===== src/rtl/gray_rgb_pkg.sv =====
// Shared types for the gray-to-RGB444 display expander.
// Latency: n/a (types, constants and one helper function only).
// Backpressure: n/a.
package gray_rgb_pkg;

  localparam int GRAY_W = 8;
  localparam int RGB_W  = 12;
  localparam int CH_W   = 4;

  typedef enum logic [1:0] {
    MODE_REPL   = 2'd0,
    MODE_PSEUDO = 2'd1,
    MODE_THRESH = 2'd2,
    MODE_RSVD   = 2'd3
  } mode_e;

  // Stage-1 payload: the pixel plus the config that applies to it.
  typedef struct packed {
    logic [GRAY_W-1:0] gray;
    logic              sof;
    mode_e             mode;
    logic [GRAY_W-1:0] thresh;
  } s1_dat_t;

  // The reserved encoding falls back to plain replication.
  function automatic mode_e sanitize_mode(input logic [1:0] m);
    return (m == 2'd3) ? MODE_REPL : mode_e'(m);
  endfunction

endpackage


===== src/rtl/gray_colour_map.sv =====
// Maps one 8-bit gray pixel to RGB444 by replicate, heat-map or threshold.
// Latency: purely combinational.
// Backpressure: none; the caller owns the handshake.
module gray_colour_map
  import gray_rgb_pkg::*;
(
  input  logic [GRAY_W-1:0] gray,
  input  mode_e             mode,
  input  logic [GRAY_W-1:0] thresh,
  output logic [RGB_W-1:0]  rgb12
);

  logic [1:0]      seg;
  logic [CH_W-1:0] f;
  logic [CH_W-1:0] r;
  logic [CH_W-1:0] g;
  logic [CH_W-1:0] b;

  assign seg = gray[7:6];
  assign f   = gray[5:2];

  // Select channel values for the active mode; the heat map walks
  // blue -> cyan -> green -> yellow -> red across the four segments.
  always_comb begin
    r = gray[7:4];
    g = gray[7:4];
    b = gray[7:4];
    case (mode)
      MODE_PSEUDO: begin
        case (seg)
          2'd0:    begin r = 4'd0;      g = f;         b = 4'd15;     end
          2'd1:    begin r = 4'd0;      g = 4'd15;     b = 4'd15 - f; end
          2'd2:    begin r = f;         g = 4'd15;     b = 4'd0;      end
          default: begin r = 4'd15;     g = 4'd15 - f; b = 4'd0;      end
        endcase
      end
      MODE_THRESH: begin
        if (gray >= thresh) begin
          r = 4'hF; g = 4'hF; b = 4'hF;
        end else begin
          r = 4'h0; g = 4'h0; b = 4'h0;
        end
      end
      default: begin
        r = gray[7:4];
        g = gray[7:4];
        b = gray[7:4];
      end
    endcase
  end

  assign rgb12 = {r, g, b};

endmodule


===== src/rtl/gray_to_rgb444.sv =====
// Streaming gray -> RGB444 expander with per-frame mode/threshold latched at SOF.
// Latency: 2 cycles (stage 1 = pixel+config, stage 2 = mapped RGB), 1 pixel/clk.
// Backpressure: valid/ready; out_ready stalls both stages, in_ready drops when full.
module gray_to_rgb444
  import gray_rgb_pkg::*;
#(
  parameter logic [7:0] DEFAULT_THRESH = 8'd128,
  parameter int         FRAME_CNT_W    = 16
) (
  input  logic                   clk,
  input  logic                   rst,
  input  logic [1:0]             mode_cfg,
  input  logic [GRAY_W-1:0]      thresh_cfg,
  input  logic                   in_valid,
  output logic                   in_ready,
  input  logic [GRAY_W-1:0]      in_gray,
  input  logic                   in_sof,
  output logic                   out_valid,
  input  logic                   out_ready,
  output logic [RGB_W-1:0]       out_rgb,
  output logic                   out_sof,
  output logic [FRAME_CNT_W-1:0] frame_cnt
);

  logic              advance;
  logic              in_fire;
  mode_e             cfg_mode;
  logic [GRAY_W-1:0] cfg_thresh;
  mode_e             eff_mode;
  logic [GRAY_W-1:0] eff_thresh;
  logic              s1_valid;
  s1_dat_t           s1_dat;
  logic [RGB_W-1:0]  map_rgb;

  assign advance  = !out_valid || out_ready;
  assign in_ready = !s1_valid || advance;
  assign in_fire  = in_valid && in_ready;

  // An SOF beat uses the freshly requested config; every other beat
  // reuses whatever was latched at the last accepted SOF.
  always_comb begin
    eff_mode   = cfg_mode;
    eff_thresh = cfg_thresh;
    if (in_sof) begin
      eff_mode   = sanitize_mode(mode_cfg);
      eff_thresh = thresh_cfg;
    end
  end

  // Hold the per-frame config, refreshed only by an accepted SOF.
  always_ff @(posedge clk or posedge rst) begin
    if (rst) begin
      cfg_mode   <= MODE_REPL;
      cfg_thresh <= DEFAULT_THRESH;
    end else if (in_fire && in_sof) begin
      cfg_mode   <= eff_mode;
      cfg_thresh <= eff_thresh;
    end
  end

  // Count accepted SOF beats; wraps naturally at the counter width.
  always_ff @(posedge clk or posedge rst) begin
    if (rst) begin
      frame_cnt <= '0;
    end else if (in_fire && in_sof) begin
      frame_cnt <= frame_cnt + FRAME_CNT_W'(1);
    end
  end

  // Stage 1: capture the pixel with the config it must be rendered with.
  always_ff @(posedge clk or posedge rst) begin
    if (rst) begin
      s1_valid <= 1'b0;
      s1_dat   <= '0;
    end else if (in_ready) begin
      s1_valid <= in_valid;
      if (in_valid) begin
        s1_dat.gray   <= in_gray;
        s1_dat.sof    <= in_sof;
        s1_dat.mode   <= eff_mode;
        s1_dat.thresh <= eff_thresh;
      end
    end
  end

  gray_colour_map u_map (
    .gray   (s1_dat.gray),
    .mode   (s1_dat.mode),
    .thresh (s1_dat.thresh),
    .rgb12  (map_rgb)
  );

  // Stage 2: register the mapped pixel; held stable while stalled.
  always_ff @(posedge clk or posedge rst) begin
    if (rst) begin
      out_valid <= 1'b0;
      out_rgb   <= '0;
      out_sof   <= 1'b0;
    end else if (advance) begin
      out_valid <= s1_valid;
      if (s1_valid) begin
        out_rgb <= map_rgb;
        out_sof <= s1_dat.sof;
      end
    end
  end

endmodule


===== config.mk =====
export PLATFORM = sky130hd
export DESIGN_NAME = gray_to_rgb444
export DESIGN_NICKNAME = d
export VERILOG_FILES = /design/src/rtl/gray_rgb_pkg.sv /design/src/rtl/gray_colour_map.sv /design/src/rtl/gray_to_rgb444.sv
export SDC_FILE = /design/constraint.sdc
export NUM_CORES = 1
export LEC_CHECK = 0
export CORE_AREA = 2 2 91 93
export DETAILED_ROUTE_END_ITERATION = 10
export DIE_AREA = 0 0 93 95
export GPL_TIMING_DRIVEN = 0
export SLEW_MARGIN = 20
export SYNTH_ARGS = -nofsm -noshare
export SYNTH_HDL_FRONTEND = slang
export SYNTH_HIERARCHICAL = 1
export SYNTH_SLANG_ARGS = --single-unit

===== constraint.sdc =====
create_clock -name clk -period 2.55 [get_ports clk]
set_clock_uncertainty 0.1 [all_clocks]
set_input_delay 0.51 -clock clk [delete_from_list [all_inputs] [get_ports clk]]
set_output_delay 0.51 -clock clk [all_outputs]
set_load 0.02 [all_outputs]

==> results of run 1 <==
-- critical path: cells and delay by family, from the launching register on --
family | cells | cell delay (ps)
mux | 1 | 260
buf+inv | 1 | 140
flops | 1 | 460
simple gates | 1 | 480
fa+ha+maj | 1 | 260
compound gates | 3 | 490
-- logic make-up after synthesis --
family	count (synthesis)
flip-flops	60
AO/OA/AOI/OAI	41
multiplexers	43
adder cells (fa/ha/maj)	15
buffers and inverters	26
XOR/XNOR	15
AND/OR/NAND/NOR	64
-- repair_timing --
| action | CTS | global route |
|---|---|---|
| gates resized for setup | 0 | 1 |
| setup endpoints to repair | 0 | 1 |
| setup buffers | 0 | 0 |
-- cell usage after synthesis, drive strengths merged, types with 2 or more instances --
library cell	count
nand2b	5
nor2b	10
a31oi	4
clkbuf	5
dfrtp	59
xnor2	10
a211oi	4
mux2	33
nor4	2
inv	15
ha	15
xor2	5
nor2	11
nand3	11
nand4	3
o21ai	4
nor3	3
buf	6
nand2	11
a21oi	25
mux2i	10
and3	2
-- worst max-delay path by stage --
stage               start             to  slack, ps  cells after the start
2_1_floorplan         rst    cfg_mode[0]        460                      1
3_3_place_gp          rst  cfg_thresh[4]       -710                      2
3_5_place_dp    out_ready       in_ready         20                      4
4_1_cts         out_ready       in_ready         10                      4
5_1_grt        s1_dat[13]    out_rgb[10]        110                      7
6_report       s1_dat[14]    out_rgb[10]        250                      7
-- through the flow --
stage	TNS (ps)	instances	instance area, um^2	worst slack, ps	power, W
floorplan	0	264	3040	457	0.00212
global placement	-41730	422	3700	-709	0.00259
detailed placement	0	423	3730	17.5	0.00262
CTS	0	439	3920	9.93	0.00350
global route	0	439	3930	112	0.00367
finish	0	439	3930	245	0.00345
-- flip-flops by register name (all words and copies together), names as in the netlist --
| signal | count |
|---|---|
| s1_valid | 1 |
| cfg_thresh | 8 |
| out_valid | 1 |
| cfg_mode | 2 |
| out_sof | 1 |
| frame_cnt | 16 |
| s1_dat | 19 |
| out_rgb | 12 |
-- area by class of cell --
type                       count  share of cell area [%]
clock buffer                  14                    4.14
multi-input combinational    178                    35.9
inverter                      15                    1.56
sequential                    60                    38.3
buffer                        11                    1.82
tap                          105                    3.35
clock inverter                 2                   0.892
timing repair buffer          54                    14.1
-- where the power goes --
group / total, W / switching [W] / internal (W)
clock: 0.000858 / 0.000354 / 0.000505
sequential: 0.00137 / 0.000180 / 0.00119
combinational: 0.00123 / 0.000582 / 0.000644
total: 0.00345 / 0.00112 / 0.00234
-- metal layers --
layer  global-route usage [%]  wire length (um)  vias to the layer above
li1                         -                 -                     1048
met1                     18.4              2700                     1034
met2                     22.7              2840                       35
met3                     4.07               186                        9
met4                     6.99               110                        0
met5                        0                 0                        -
==> metrics.txt, run 1 <==
outcome finished, final reports clean; CP Data Required Time approximately 2700 ps; Clock Latency Late Sink 340 ps; Hold Fails Final Rpt 0; critical path class reg2reg; R2R Setup Slk 250 ps; final WL 5830 um; EDFF count, synth 0; Mapped Nets 302; Final setup viols 0; Worst Reg-to-Reg Cells 7; Crit path largest cell delay between 400 and 500 ps; Reg2Reg Launch Point s1_dat[14]; Yosys top cell by area dfrtp_1; Post-Syn Area 0.00304 mm^2; xor and xnor fraction of the mapped netlist area under 10%; most common cell after layout, fill and taps aside dfrtp_1; synth warn 6; largest net degree at the start of global routing 43; via count about 2100; gr usage total 14.4%; CTS Sinks 60; DRT Pass-1 Iters 4; commonest cells after routing, fill and taps aside dfrtp_1 (59), clkdlybuf4s50_1 (52), mux2_2 (26); CP max-delay cell or4_1; io pins 54; minimum clock period 2300 ps; Die Width 93 um; IO buf count between 50 and 60; remaining antenna violation count 0; Avg Cell Area, Syn 11.5 um^2; Starting Density 38.4%; CTS tree done; Hold/Removal Path Class in2async; Max VDD drop 335 uV; drt initial violations 63; pwr dens just under 900 mW/mm^2; CTS Buf Count 9; mux cell area share after synthesis between 10% and 20%; fill count 742; worst-path cell chain ha_1 > or4_1 > a21oi_1 > o311a_2 > buf_6 > a31oi_1 > mux2_2; crit share post-route 90.4%; Synth area leaders dfrtp_1 (49%), mux2_2 (9.6%), ha_1 (6.2%); clk root buf clkbuf_8; largest family of logic cells by synthesized area multiplexers; Nets roughly 370; Die Ht between 90 and 100 um; r2r endpoint out_rgb[10]; core area 0.00793 mm^2; DR WL/cell roughly 13 um; fin util slightly below 50%; crit end category register; Min Hold Slack 351 ps; GP Congestion 0.803; vias in the first global route between 2000 and 2500; # hold bufs at CTS 0; Die Area between 0.008 and 0.009 mm^2; Slew HR 52.7%; P&R area growth vs syn 29.1%; CP max FO 10; diode count 0; initial antenna violation count 0; ys flop type dfrtp_1; first-pass GRT wire length 9760 um; highest clock rate 434 MHz; area fraction of the dominant cell type after synthesis 48.5%; clk slew on worst S/H paths 70 ps; Worst setup SP type register; CTS max path bufs 2; post-synthesis compound-gate area fraction 7.73%; FP Rows 33; htree depth 3; RSZ-0062 raised after global routing false; Worst Tran Pin Value 710 ps; post-synthesis cell type count 38; fraction of registers with async set/reset 100%; Seq cells post-synth 60; Via density 4.84; WP data arrival 2420 ps; Syn Inst Count 264; fin. max-slew vios 0; GR Overflow Total 0; Seq. cell area 0.00150 mm^2; Synth Area in Adders 6.17%; simple-gate share of the synthesized area between 10% and 20%; Final HPWL DP 4280 um; register area share after synthesis 49.4%; max capacitance violation total 0; share of cells above drive strength 1 18.3%; multi-input logic area about 0.0014 mm^2; leak pwr between 1.5 and 2 nW; DRC Markers 0
Power figures use the tool's default switching activity.
==> run 2: changes to the inputs <==
Settings changed: CORE_AREA 2 2 91 93 to 2 2 79 81, DIE_AREA 0 0 93 95 to 0 0 81 83, PLACE_DENSITY set to 0.79, SETUP_SLACK_MARGIN set to 0.05.
==> run 2 against run 1 <==
- die area decreased by 24%
- final cell count fell by 7.1%
- total power rose by 1.8%
- via count barely moved
- clock-buffer cell count down 1
- clock power increased by 8.2%
- critical path type unchanged
- critical endpoint unchanged
==> metrics.txt, run 2 (synthesis gave the netlist of run 1 again) <==
Via density 5.22 (+7.7%); Flop pwr share 38.7% (-0.9 points); Reg2Reg Launch Point s1_dat[14]; CP max-delay cell or4_1; max capacitance violation total 0 (unchanged); Gate power share 34.9% (-0.6 points); htree depth 3 (unchanged); io pins 54 (unchanged); vias in the first global route 2111 (+3.8%); Hold/Removal Path Class reg2reg; CP max FO 10 (unchanged); pwr dens 903 mW/mm^2 (+2.8%); via count 2128 (+0.094%); FP Rows 28 (-15%); highest clock rate 441 MHz (+1.5%); internal cell power 0.00238 W (+2.1%); drt initial violations 112 (+78%); gr usage total 19.0% (+4.6 points); Worst Tran Pin Value 706 ps (-3.83 ps); DRT Pass-1 Iters 4 (unchanged); crit end category register; initial antenna violation count 0 (unchanged); fill count 474 (-36%); Hold Fails Final Rpt 0 (unchanged); Die Ht 83 um (-13%); Most flops, register s1_dat; cell count of the worst hold path 1; fin. max-slew vios 0 (unchanged); Sw Share 32.2% (-0.17 points); Starting Density 52.3% (+14 points); Net Sw Power 0.00113 W (+1.3%); CTS Sinks 60 (unchanged); Placed Instances 392 (-7.3%); Hold Startpoint frame_cnt[15]; Bufs and invs on worst path 1 (unchanged); first-pass GRT wire length 9780 um (+0.22%); crit share post-route 89.0% (-1.4 points); Worst setup SP type register; r2r endpoint out_rgb[10]; CTS max path bufs 2 (unchanged); Layout Cells excl Fill 408 (-7.1%); Slew HR 52.9% (+0.26 points); most common cell after layout, fill and taps aside dfrtp_1; remaining antenna violation count 0 (unchanged); P&R area growth vs syn 27.8%; DR WL/cell 13.7 um (+3.0%); Post-CTS Setup Bufs 0 (unchanged); worst-path cell chain ha_1 > or4_1 > a21oi_1 > o311a_2 > buf_6 > a31oi_1 > mux2_2; CTS tree done; critical path class reg2reg; RSZ-0062 raised after global routing false; clk slew on worst S/H paths 70 ps (about the same); final WL 5580 um (-4.3%); delay-heaviest family, CP simple AND/OR/NAND/NOR gates; clock share of power 26.4% (+1.5 points); CTS Buf Count 9 (unchanged); share of cells above drive strength 1 18.9% (+0.66 points); Total Neg Setup Slack 0 ps (unchanged); leak pwr 1.72 nW (-0.17%); commonest cells after routing, fill and taps aside dfrtp_1 (59), clkdlybuf4s50_1 (52), mux2_2 (26); WHS Endpoint frame_cnt[15]; R2R Setup Slk 280 ps (+30 ps); DRC Markers 0 (unchanged); core area 0.00582 mm^2 (-27%); Max VDD drop 644 uV (+92%); Final HPWL DP 4010 um (-6.3%); WP data arrival 2400 ps (-20 ps); IO buf count 53 (unchanged); leading registers by flop count s1_dat x19, frame_cnt x16, out_rgb x12; Die Area 0.00672 mm^2 (-24%); GR Overflow Total 0 (unchanged); clk root buf clkbuf_8; Final setup viols 0 (unchanged); GP Congestion 0.870 (+8.3%); outcome finished, final reports clean; diode count 0 (unchanged); Die Width 81 um (-13%); Nets 366 (-0.27%); # hold bufs at CTS 0 (unchanged); Worst Reg-to-Reg Cells 7 (unchanged); largest net degree at the start of global routing 61 (+42%); minimum clock period 2270 ps (-34.9 ps); Clock Latency Late Sink 340 ps (about the same); Crit path largest cell delay 470 ps (about the same); Resized Gates After CTS 1 (+1); max reg flops 19 (unchanged); CP Data Required Time 2680 ps (about the same)
## run 2: routing by layer
metal,share of wire [%],vias to the layer above,GRT usage [%]
met2,47,55,28.2
met3,5.1,12,6.52
li1,-,1051,-
met5,0,-,0
met1,45,1010,25.1
met4,2.4,0,8.63
## run 2: cell type report
class / count / area, um^2 / area share [%]
sequential: 60 / 1500 / 38.6
buffer: 11 / 71.3 / 1.83
tap: 75 / 93.8 / 2.41
clock inverter: 3 / 42.5 / 1.09
multi-input combinational: 178 / 1410 / 36.2
clock buffer: 13 / 179 / 4.60
inverter: 15 / 61.3 / 1.58
timing repair buffer: 53 / 529 / 13.6
## run 2: through the flow
stage / total power (W) / hold WS (ps) / utilization (%) / area (um^2) / setup WS [ps]
after floorplan: 0.00212 / 349 / - / 3040 / 457
after global placement: 0.00258 / 364 / 63.0 / 3670 / -545
after detailed placement: 0.00261 / 368 / 63.1 / 3670 / 30.3
after CTS: 0.00355 / 381 / 66.9 / 3890 / 287
after global routing: 0.00373 / 412 / 66.9 / 3890 / 177
final: 0.00351 / 382 / 66.9 / 3890 / 280
## run 2: worst max path at each step
| stage | from | endpoint | slack (ps) | depth (start not counted) |
|---|---|---|---|---|
| 2_1_floorplan | rst | cfg_mode[0] | 460 | 1 |
| 3_3_place_gp | rst | cfg_thresh[4] | -550 | 2 |
| 3_5_place_dp | out_ready | in_ready | 30 | 4 |
| 4_1_cts | s1_dat[14] | out_rgb[10] | 290 | 7 |
| 5_1_grt | s1_dat[13] | out_rgb[10] | 180 | 7 |
| 6_report | s1_dat[14] | out_rgb[10] | 280 | 7 |
## run 2: power groups by stage
stage	Clock [W]	Combinational (W)	Sequential, W
global placement	0	0.00120	0.00137
floorplan	0	0.000579	0.00154
detailed placement	0	0.00123	0.00138
CTS	0.000943	0.00124	0.00137
global route	0.000983	0.00135	0.00139
finish	0.000928	0.00122	0.00136
==> edit (flow settings as in run 2) <==
Change the parameter `DEFAULT_THRESH` from 8'd128 to 8'd96.
--- a/src/rtl/gray_to_rgb444.sv
+++ b/src/rtl/gray_to_rgb444.sv
@@ -6,3 +6,3 @@
 #(
-  parameter logic [7:0] DEFAULT_THRESH = 8'd128,
+  parameter logic [7:0] DEFAULT_THRESH = 8'd96,
   parameter int         FRAME_CNT_W    = 16
Check against the original RTL: no difference found for any inputs over 10 cycles, from zero or initial values and one cycle with rst high; that may be too few to reach the edited logic, so the function may still have changed.
==> edit against run 2 <==
First-iteration DRC count increased by 0.89%; total power decreased by 1.3%; design area decreased by 0.45%; setup slack got worse by 0.031 ns; sequential cell count unchanged; fmax decreased by 1.3%; synthesized area about the same; largest power group unchanged; highest routed layer unchanged; routed wire length increased by 8.9%.
==> edit: results (changes against run 2) <==
- The switching portion of total power is 32.76% (+0.61 points).
- The launching point of the worst reg2reg path is s1_dat[13].
- The final RePlAce weighted congestion came to 0.8861 (+1.9%).
- The final critical-path required period came to 2.301 ns (+0.03083 ns).
- The xor-xnor portion of the synthesized cell area came to 4.317% (about the same).
- The worst-case setup slack after placement came to 0.02549 ns (-0.004783 ns).
- The final-layout non-clock buffer area share is 15.51% (+0.070 points).
- The fill cell total of the finished layout is 468 (-1.3%).
- The run finished with clean final reports.
- The proportion of cell area spent on the clock network is 5.236% (-0.46 points).
- The worst-margin pin slew is 0.7147 ns (+0.008687 ns).
- The worst hold-check slack is 0.3730 ns (-0.009262 ns).
- The wire length of the first global-routing pass is 10.38 mm (+6.1%).
- By area the synthesized netlist is led by sky130_fd_sc_hd__dfrtp_1, sky130_fd_sc_hd__mux2_2, sky130_fd_sc_hd__ha_1.
- Relative to the synthesized area, the layout overhead comes to 27.22%.
- The routed length per instance came to 14.90 microns (+8.9%).
- The overall global routing resource usage is 20.19% (+1.1 points).
- The number of global-route vias before repair is 2215 (+4.9%).
- The routed wire length came to 6.081 mm (+8.9%).
- The maximum single-stage delay on the critical path is 0.51 ns (+0.04 ns).
- The leakage power is 0.001711 uW (-0.61%).
- The placement-stage cell area was 3670 sq um (about the same).
- The sequential fraction of the synthesis area is 49.42% (about the same).
- The met2 usage is 33.28% (+5.1 points).
- The peak supply drop came to 0.0005928 V (-7.9%).
- The met1 track demand over resource in global routing is 24.25% (-0.84 points).
- The post-route met1 wirelength came to 2.623 mm (+3.8%).
- The multiplexer share of the synthesized area is 16.37% (about the same).
- The met3 global-route usage is 5.000% (-1.5 points).
- The sequential cell area was 1504 sq um (about the same).
- The average via count per standard cell came to 5.213 (about the same).
==> edit: changes by cell type in the layout (fill, tap and decap cells not counted) <==
| cell | change |
|---|---|
| sky130_fd_sc_hd__dfstp_2 | +1 |
| sky130_fd_sc_hd__clkbuf_1 | +1 |
| sky130_fd_sc_hd__dfrtp_1 | -1 |
| sky130_fd_sc_hd__clkbuf_8 | -2 |
| sky130_fd_sc_hd__clkinv_2 | +1 |
==> edit: power groups by stage <==
stage               Clock, uW  Combinational [uW]  Sequential, uW
floorplan                   0                 579            1540
global placement            0                1200            1370
detailed placement          0                1240            1390
CTS                       880                1240            1370
global route              932                1350            1400
finish                    864                1230            1370
==> edit: repair_timing <==
| action | 4_1_cts | 5_1_grt |
|---|---|---|
| endpoints found under the hold margin | 0 | 0 |
| resized for setup | 1 | 0 |
| endpoints found under the setup margin | 1 | 0 |
